===== src/rtl/fetch_sequencer_pkg.sv =====
// Shared definitions for the fetch sequencer and its neighbours.
package fetch_sequencer_pkg;

  localparam int P_WIDTH       = 8;
  localparam int I_WIDTH       = 16;
  localparam int CNT_W_DEFAULT = 16;

  typedef enum logic [1:0] {
    FS_IDLE,
    FS_RUN,
    FS_HALT
  } fetch_state_t;

endpackage


===== src/rtl/fetch_sequencer_if.sv =====
// Bus between the fetch sequencer and its controller/decoder side.
interface fetch_sequencer_if
  import fetch_sequencer_pkg::*;
#(
  parameter int CNT_W = CNT_W_DEFAULT
);

  logic               start;
  logic               stall;
  logic               branch_taken;
  logic [P_WIDTH-1:0] branch_target;
  logic               halt;
  logic [P_WIDTH-1:0] pc;
  logic               fetch_valid;
  logic               done;
  logic               pc_wrap;
  logic [CNT_W-1:0]   retired;

  modport master (
    output start, stall, branch_taken, branch_target, halt,
    input  pc, fetch_valid, done, pc_wrap, retired
  );

  modport slave (
    input  start, stall, branch_taken, branch_target, halt,
    output pc, fetch_valid, done, pc_wrap, retired
  );

endinterface


===== src/rtl/fetch_sequencer_sat_counter.sv =====
// Saturating up-counter with synchronous clear; holds at all-ones.
module sat_counter #(
  parameter int W = 16
) (
  input  logic         clk,
  input  logic         rst,
  input  logic         clr,
  input  logic         inc,
  output logic [W-1:0] q
);

  // Count up on inc, stop at all-ones; clear and reset both return to zero.
  always_ff @(posedge clk) begin
    if (rst || clr) begin
      q <= '0;
    end else if (inc && !(&q)) begin
      q <= q + W'(1);
    end
  end

endmodule


===== src/rtl/fetch_sequencer.sv =====
// Program counter and fetch controller: start -> run -> halt, with
// branch/stall handling, a sticky wrap flag and a retired-instruction count.
module fetch_sequencer
  import fetch_sequencer_pkg::*;
#(
  parameter logic [P_WIDTH-1:0] START_ADDR = '0,
  parameter int                 CNT_W      = CNT_W_DEFAULT
) (
  input  logic             clk,
  input  logic             reset,
  fetch_sequencer_if.slave bus
);

  fetch_state_t       state, state_nxt;
  logic [P_WIDTH-1:0] pc_q, pc_nxt;
  logic               wrap_q, wrap_nxt;
  logic               cnt_clr, cnt_inc;
  logic [CNT_W-1:0]   cnt_q;

  // State, PC and wrap flag registers; reset discards any run in flight.
  always_ff @(posedge clk) begin
    if (reset) begin
      state  <= FS_IDLE;
      pc_q   <= '0;
      wrap_q <= 1'b0;
    end else begin
      state  <= state_nxt;
      pc_q   <= pc_nxt;
      wrap_q <= wrap_nxt;
    end
  end

  // Next-state and next-PC selection: stall > halt > branch > increment.
  always_comb begin
    state_nxt = state;
    pc_nxt    = pc_q;
    wrap_nxt  = wrap_q;
    cnt_clr   = 1'b0;
    cnt_inc   = 1'b0;
    unique case (state)
      FS_IDLE, FS_HALT: begin
        if (bus.start) begin
          state_nxt = FS_RUN;
          pc_nxt    = START_ADDR;
          wrap_nxt  = 1'b0;
          cnt_clr   = 1'b1;
        end
      end
      FS_RUN: begin
        if (bus.stall) begin
          // Instruction not retired; decoder inputs are ignored.
        end else if (bus.halt) begin
          state_nxt = FS_HALT;
          cnt_inc   = 1'b1;
        end else if (bus.branch_taken) begin
          pc_nxt  = bus.branch_target;
          cnt_inc = 1'b1;
        end else begin
          pc_nxt  = pc_q + P_WIDTH'(1);
          cnt_inc = 1'b1;
          if (&pc_q) begin
            wrap_nxt = 1'b1;
          end
        end
      end
      default: begin
        state_nxt = FS_IDLE;
      end
    endcase
  end

  sat_counter #(.W(CNT_W)) u_retired (
    .clk (clk),
    .rst (reset),
    .clr (cnt_clr),
    .inc (cnt_inc),
    .q   (cnt_q)
  );

  assign bus.pc          = pc_q;
  assign bus.pc_wrap     = wrap_q;
  assign bus.retired     = cnt_q;
  assign bus.fetch_valid = (state == FS_RUN);
  assign bus.done        = (state == FS_HALT);

endmodule

===== src/flat_wrapper.sv =====
// flat-port wrapper written by rule: the top's interface ports become plain ports
module fetch_sequencer_flat import fetch_sequencer_pkg::*;
#(
  parameter logic [P_WIDTH-1:0] START_ADDR = '0,
  parameter int                 CNT_W      = CNT_W_DEFAULT
)
  (clk, reset, bus_start, bus_stall, bus_branch_taken, bus_branch_target, bus_halt, bus_pc, bus_fetch_valid, bus_done, bus_pc_wrap, bus_retired);
  fetch_sequencer_if #(.CNT_W(CNT_W)) bus_i ();
  input  logic clk;
  input  logic reset;
  input wire logic [$bits(bus_i.start)-1:0] bus_start;
  input wire logic [$bits(bus_i.stall)-1:0] bus_stall;
  input wire logic [$bits(bus_i.branch_taken)-1:0] bus_branch_taken;
  input wire logic [$bits(bus_i.branch_target)-1:0] bus_branch_target;
  input wire logic [$bits(bus_i.halt)-1:0] bus_halt;
  output wire logic [$bits(bus_i.pc)-1:0] bus_pc;
  output wire logic [$bits(bus_i.fetch_valid)-1:0] bus_fetch_valid;
  output wire logic [$bits(bus_i.done)-1:0] bus_done;
  output wire logic [$bits(bus_i.pc_wrap)-1:0] bus_pc_wrap;
  output wire logic [$bits(bus_i.retired)-1:0] bus_retired;
  assign bus_i.start = bus_start;
  assign bus_i.stall = bus_stall;
  assign bus_i.branch_taken = bus_branch_taken;
  assign bus_i.branch_target = bus_branch_target;
  assign bus_i.halt = bus_halt;
  assign bus_pc = bus_i.pc;
  assign bus_fetch_valid = bus_i.fetch_valid;
  assign bus_done = bus_i.done;
  assign bus_pc_wrap = bus_i.pc_wrap;
  assign bus_retired = bus_i.retired;
  fetch_sequencer #(.START_ADDR(START_ADDR), .CNT_W(CNT_W)) u_core (.clk(clk), .reset(reset), .bus(bus_i));
endmodule

===== config.mk =====
export PLATFORM = sky130hd
export DESIGN_NAME = fetch_sequencer_flat
export DESIGN_NICKNAME = d
export VERILOG_FILES = /design/src/rtl/fetch_sequencer_pkg.sv /design/src/rtl/fetch_sequencer_if.sv /design/src/rtl/fetch_sequencer_sat_counter.sv /design/src/rtl/fetch_sequencer.sv /design/src/flat_wrapper.sv
export SDC_FILE = /design/constraint.sdc
export NUM_CORES = 1
export LEC_CHECK = 0
export ABC_AREA = 1
export CORE_MARGIN = 2
export CORE_UTILIZATION = 44
export CTS_CLUSTER_DIAMETER = 80
export DETAILED_ROUTE_END_ITERATION = 16
export PLACE_DENSITY = 0.87
export SLEW_MARGIN = 0
export SYNTH_ARGS = -nofsm -noshare
export SYNTH_HDL_FRONTEND = slang
export SYNTH_SLANG_ARGS = --single-unit

===== constraint.sdc =====
create_clock -name clk -period 1.6 [get_ports clk]
set_clock_uncertainty 0.2 [all_clocks]
set_input_delay 0.32 -clock clk [delete_from_list [all_inputs] [get_ports clk]]
set_output_delay 0.32 -clock clk [all_outputs]
set_load 0.01 [all_outputs]

==> flow_results.xml <==
<?xml version="1.0" encoding="UTF-8"?>
<metrics>
  <group name="power_and_ir_drop">
    <metric name="peakVddDrop" unit="uV">387</metric>
    <metric name="leakagePower" unit="nW">1.24</metric>
    <metric name="p_per_area" unit="mW/mm2">525</metric>
  </group>
  <group name="global_route">
    <metric name="grt_pass1_vias" unit="">2164</metric>
    <metric name="grt_antenna_before_repair" unit="">0</metric>
    <metric name="grt_overflow" unit="">0</metric>
    <metric name="first_pass_grt_wire_length" unit="um">9050</metric>
    <metric name="grt_start_max_net_pins" unit="">18</metric>
    <metric name="grt_util_all_layers" unit="%">26.9</metric>
  </group>
  <group name="die">
    <metric name="die_area" unit="mm2">0.00421</metric>
    <metric name="die_h" unit="um">64.9</metric>
    <metric name="rows" unit="">22</metric>
    <metric name="io-pin-count" unit="">41</metric>
    <metric name="start_util" unit="%">45.2</metric>
    <metric name="design.core.area" unit="mm2">0.00361</metric>
    <metric name="die_width" unit="um">64.9</metric>
  </group>
  <group name="timing">
    <metric name="max_slew.worst_pin.slew" unit="ns">0.323</metric>
    <metric name="max_slew_margin" unit="%">78.5</metric>
    <metric name="max_freq" unit="MHz">580</metric>
    <metric name="hold_ws" unit="ns">0.310</metric>
    <metric name="grt_setup_unrepaired" unit="">true</metric>
    <metric name="post-route-period-util" unit="%">108</metric>
    <metric name="final.setup.tns" unit="ns">-0.584</metric>
    <metric name="postLayoutSetupSlackWorst" unit="ns">-0.125</metric>
    <metric name="timing.final.setup_violations" unit="">11</metric>
    <metric name="period_needed" unit="ns">1.73</metric>
    <metric name="timing.final.max_slew_violations" unit="">0</metric>
    <metric name="timing.final.hold_violations" unit="">0</metric>
  </group>
  <group name="critical_path">
    <metric name="worstSetupEndpointType" unit="">flip-flop</metric>
    <metric name="path_max_fanout" unit="">3</metric>
    <metric name="crit_chain" unit="">nand2_1, nor2_2, buf_4, buf_4, buf_4, buf_4, nand4_1, nand2_1, nand2_1, nor2_1</metric>
    <metric name="cpMaxStageDelayCell" unit="">dfxtp_2</metric>
    <metric name="cpPeakStageDelay" unit="ns">0.36</metric>
    <metric name="worst_ep_arrival_time" unit="ns">1.74</metric>
    <metric name="critical_path_required_time" unit="ns">1.62</metric>
    <metric name="critical_path.startpoint_type" unit="">flip-flop</metric>
    <metric name="reg2reg_slack" unit="ns">-0.13</metric>
    <metric name="timing.setup.critical_path_class" unit="">flip-flop to flip-flop</metric>
    <metric name="crit_top_cell" unit="">buf_4</metric>
  </group>
  <group name="yosys">
    <metric name="postSynthNetCount" unit="">277</metric>
    <metric name="syn-instance-count" unit="">261</metric>
    <metric name="synthesized_flop_and_latch_total" unit="">27</metric>
    <metric name="synth_area_per_cell" unit="um2">6.25</metric>
    <metric name="synth_warnings" unit="">0</metric>
    <metric name="ys_top_cells_by_area" unit="">dfxtp_1 (33%), nand2_1 (17%), nor2_1 (7.8%)</metric>
    <metric name="netlist-cell-type-count" unit="">21</metric>
    <metric name="synth_top_cell_area_share" unit="%">33.1</metric>
    <metric name="ys_seq_area_share" unit="%">33.1</metric>
    <metric name="synth.largest_area_cell" unit="">dfxtp_1</metric>
    <metric name="synth_area" unit="mm2">0.00163</metric>
  </group>
  <group name="detailed_routing">
    <metric name="ant_nets" unit="">0</metric>
    <metric name="wl_per_cell" unit="um">14.3</metric>
    <metric name="number_of_optimization_iterations_in_the_first_detailed_route_pass" unit="">6</metric>
    <metric name="drt_iter0_drc" unit="">195</metric>
    <metric name="vias" unit="">2218</metric>
    <metric name="drt-total-wl" unit="um">5850</metric>
    <metric name="number_of_drc_violations_after_detailed_routing" unit="">0</metric>
    <metric name="via_per_inst" unit="">5.44</metric>
  </group>
  <group name="final_layout">
    <metric name="antenna_cells_inserted" unit="">0</metric>
    <metric name="fin_util" unit="%">76.0</metric>
    <metric name="fraction_of_final_layout_cells_sized_beyond_drive_strength_1" unit="%">35.0</metric>
    <metric name="fin_nets" unit="">377</metric>
    <metric name="area.growth.synth_to_final" unit="%">67.9</metric>
  </group>
  <group name="clock_tree">
    <metric name="cts.htree.levels" unit="">1</metric>
    <metric name="holdBufCountCts" unit="">0</metric>
    <metric name="root_buffer" unit="">clkbuf_8</metric>
    <metric name="cts_buffer_depth" unit="">2</metric>
    <metric name="clkSlewWorstSetupHoldPaths" unit="ns">0.10</metric>
    <metric name="cts_tree" unit="">built</metric>
    <metric name="worstSkewPairLatency" unit="ns">0.28</metric>
    <metric name="clk_sinks" unit="">27</metric>
    <metric name="cts_buffers" unit="">3</metric>
  </group>
  <group name="run">
    <metric name="drv_cap" unit="">0</metric>
  </group>
  <group name="status">
    <metric name="status" unit="">finished with violations</metric>
    <metric name="failed_checks" unit="">setup timing</metric>
  </group>
  <group name="placed_design">
    <metric name="io_buffers" unit="">40</metric>
    <metric name="dp_hpwl" unit="um">3660</metric>
    <metric name="finalWeightedCongestion" unit="">0.861</metric>
  </group>
  <group name="min_path">
    <metric name="min-delay-path-class" unit="">flip-flop to flip-flop</metric>
  </group>
</metrics>
==> report_power, final <==
group	internal, mW	switching [mW]	total [mW]
Combinational	0.158	0.163	0.321
Clock	0.179	0.233	0.412
Sequential	0.690	0.0159	0.706
Total	1.03	0.412	1.44
==> layout make-up <==
| class | instances | area [um2] |
|---|---|---|
| Timing Repair Buffer | 100 | 875 |
| Fill cell | 255 | 866 |
| Clock buffer | 4 | 45.0 |
| Sequential cell | 27 | 563 |
| Inverter | 31 | 116 |
| Tap cell | 48 | 60.1 |
| Multi-Input combinational cell | 198 | 1080 |
==> cells by family after synthesis <==
family                   after synthesis  synth area share, %
AO/OA/AOI/OAI                         37                 12.0
XOR/XNOR                               8                 4.29
adder cells (fa/ha/maj)                2                 1.53
buffers and inverters                 36                 9.28
flip-flops                            27                 33.1
AND/OR/NAND/NOR                      151                 39.8
==> state kept, by name, indices dropped and copies added (netlist names) <==
register,count
u_core.bus.pc_wrap,1
u_core.u_retired.q,16
u_core.state,2
u_core.bus.pc,8
==> routing by layer <==
layer | GRT usage [%] | up-vias | wire length (um)
li1 | - | 1039 | -
met1 | 29.0 | 1018 | 2190
met2 | 52.2 | 128 | 3010
met3 | 2.95 | 33 | 343
met4 | 11.4 | 0 | 309
met5 | 0 | - | 0
==> Yosys cell counts, drive strengths merged <==
master and instances:
nand4 9, buf 3, nand3 23, clkbuf 2, dfxtp 27, or2 2
o211ai 1, nand2 77, xor2 4, ha 2, a21oi 25, xnor2 4
nor3 3, nor2 37, inv 31, o21ai 11
==> through the flow <==
| step | std cells | cell area [um2] | setup slack (ns) | power, mW |
|---|---|---|---|---|
| global placement | 390 | 2460 | -0.223 | 0.994 |
| detailed placement | 390 | 2460 | -0.311 | 1.00 |
| CTS | 408 | 2690 | -0.00389 | 1.41 |
| floorplan | 261 | 1650 | 0.0186 | 0.848 |
| finish | 408 | 2740 | -0.125 | 1.44 |
| global route | 408 | 2740 | -0.193 | 1.49 |
==> repair_timing <==
action                     in CTS  in global routing
gates resized for setup        60                 32
setup endpoints to repair      49                 28
pin swaps                      17                 11
setup buffers                  13                  1
gates cloned                    1                  0
==> placed cells by master, fill, tap and decap left out, types with 2 or more instances in the layout <==
cell type,count
o21ai_1,2
inv_1,25
inv_2,6
xnor2_1,4
nor2_2,7
nand4_1,9
nor2_4,6
buf_12,5
nand2_1,68
buf_4,54
o21ai_4,2
nor2_1,24
xor2_1,4
or2_2,2
a21oi_2,7
dfxtp_2,18
clkbuf_8,3
clkdlybuf4s50_1,12
nand2_4,2
dlygate4sd2_1,26
o21ai_0,7
a21oi_1,18
clkbuf_2,2
nand2_2,7
nand3_1,22
nor3_2,2
dfxtp_1,9
==> worst max-delay path: cells and delay by family, from the launching register on <==
| family | cells | cell delay [ns] |
|---|---|---|
| buffers and inverters | 4 | 0.40 |
| AND/OR/NAND/NOR | 6 | 0.70 |
| flip-flops | 1 | 0.36 |
==> path summary, 6_finish.rpt <==
| path | from | end | cells past startpoint |
|---|---|---|---|
| worst max-delay path | u_core.u_retired.q[11]$_SDFFE_PP0P_ | u_core.u_retired.q[12]$_SDFFE_PP0P_ | 10 |
| worst min-delay path | u_core.bus.pc[2]$_SDFFE_PP0P_ | u_core.bus.pc[2]$_SDFFE_PP0P_ | 2 |
| worst max register to register | u_core.u_retired.q[11]$_SDFFE_PP0P_ | u_core.u_retired.q[12]$_SDFFE_PP0P_ | 10 |
| worst min register to register | u_core.bus.pc[2]$_SDFFE_PP0P_ | u_core.bus.pc[2]$_SDFFE_PP0P_ | 2 |
No activity file was read; power rests on OpenSTA's default activity.
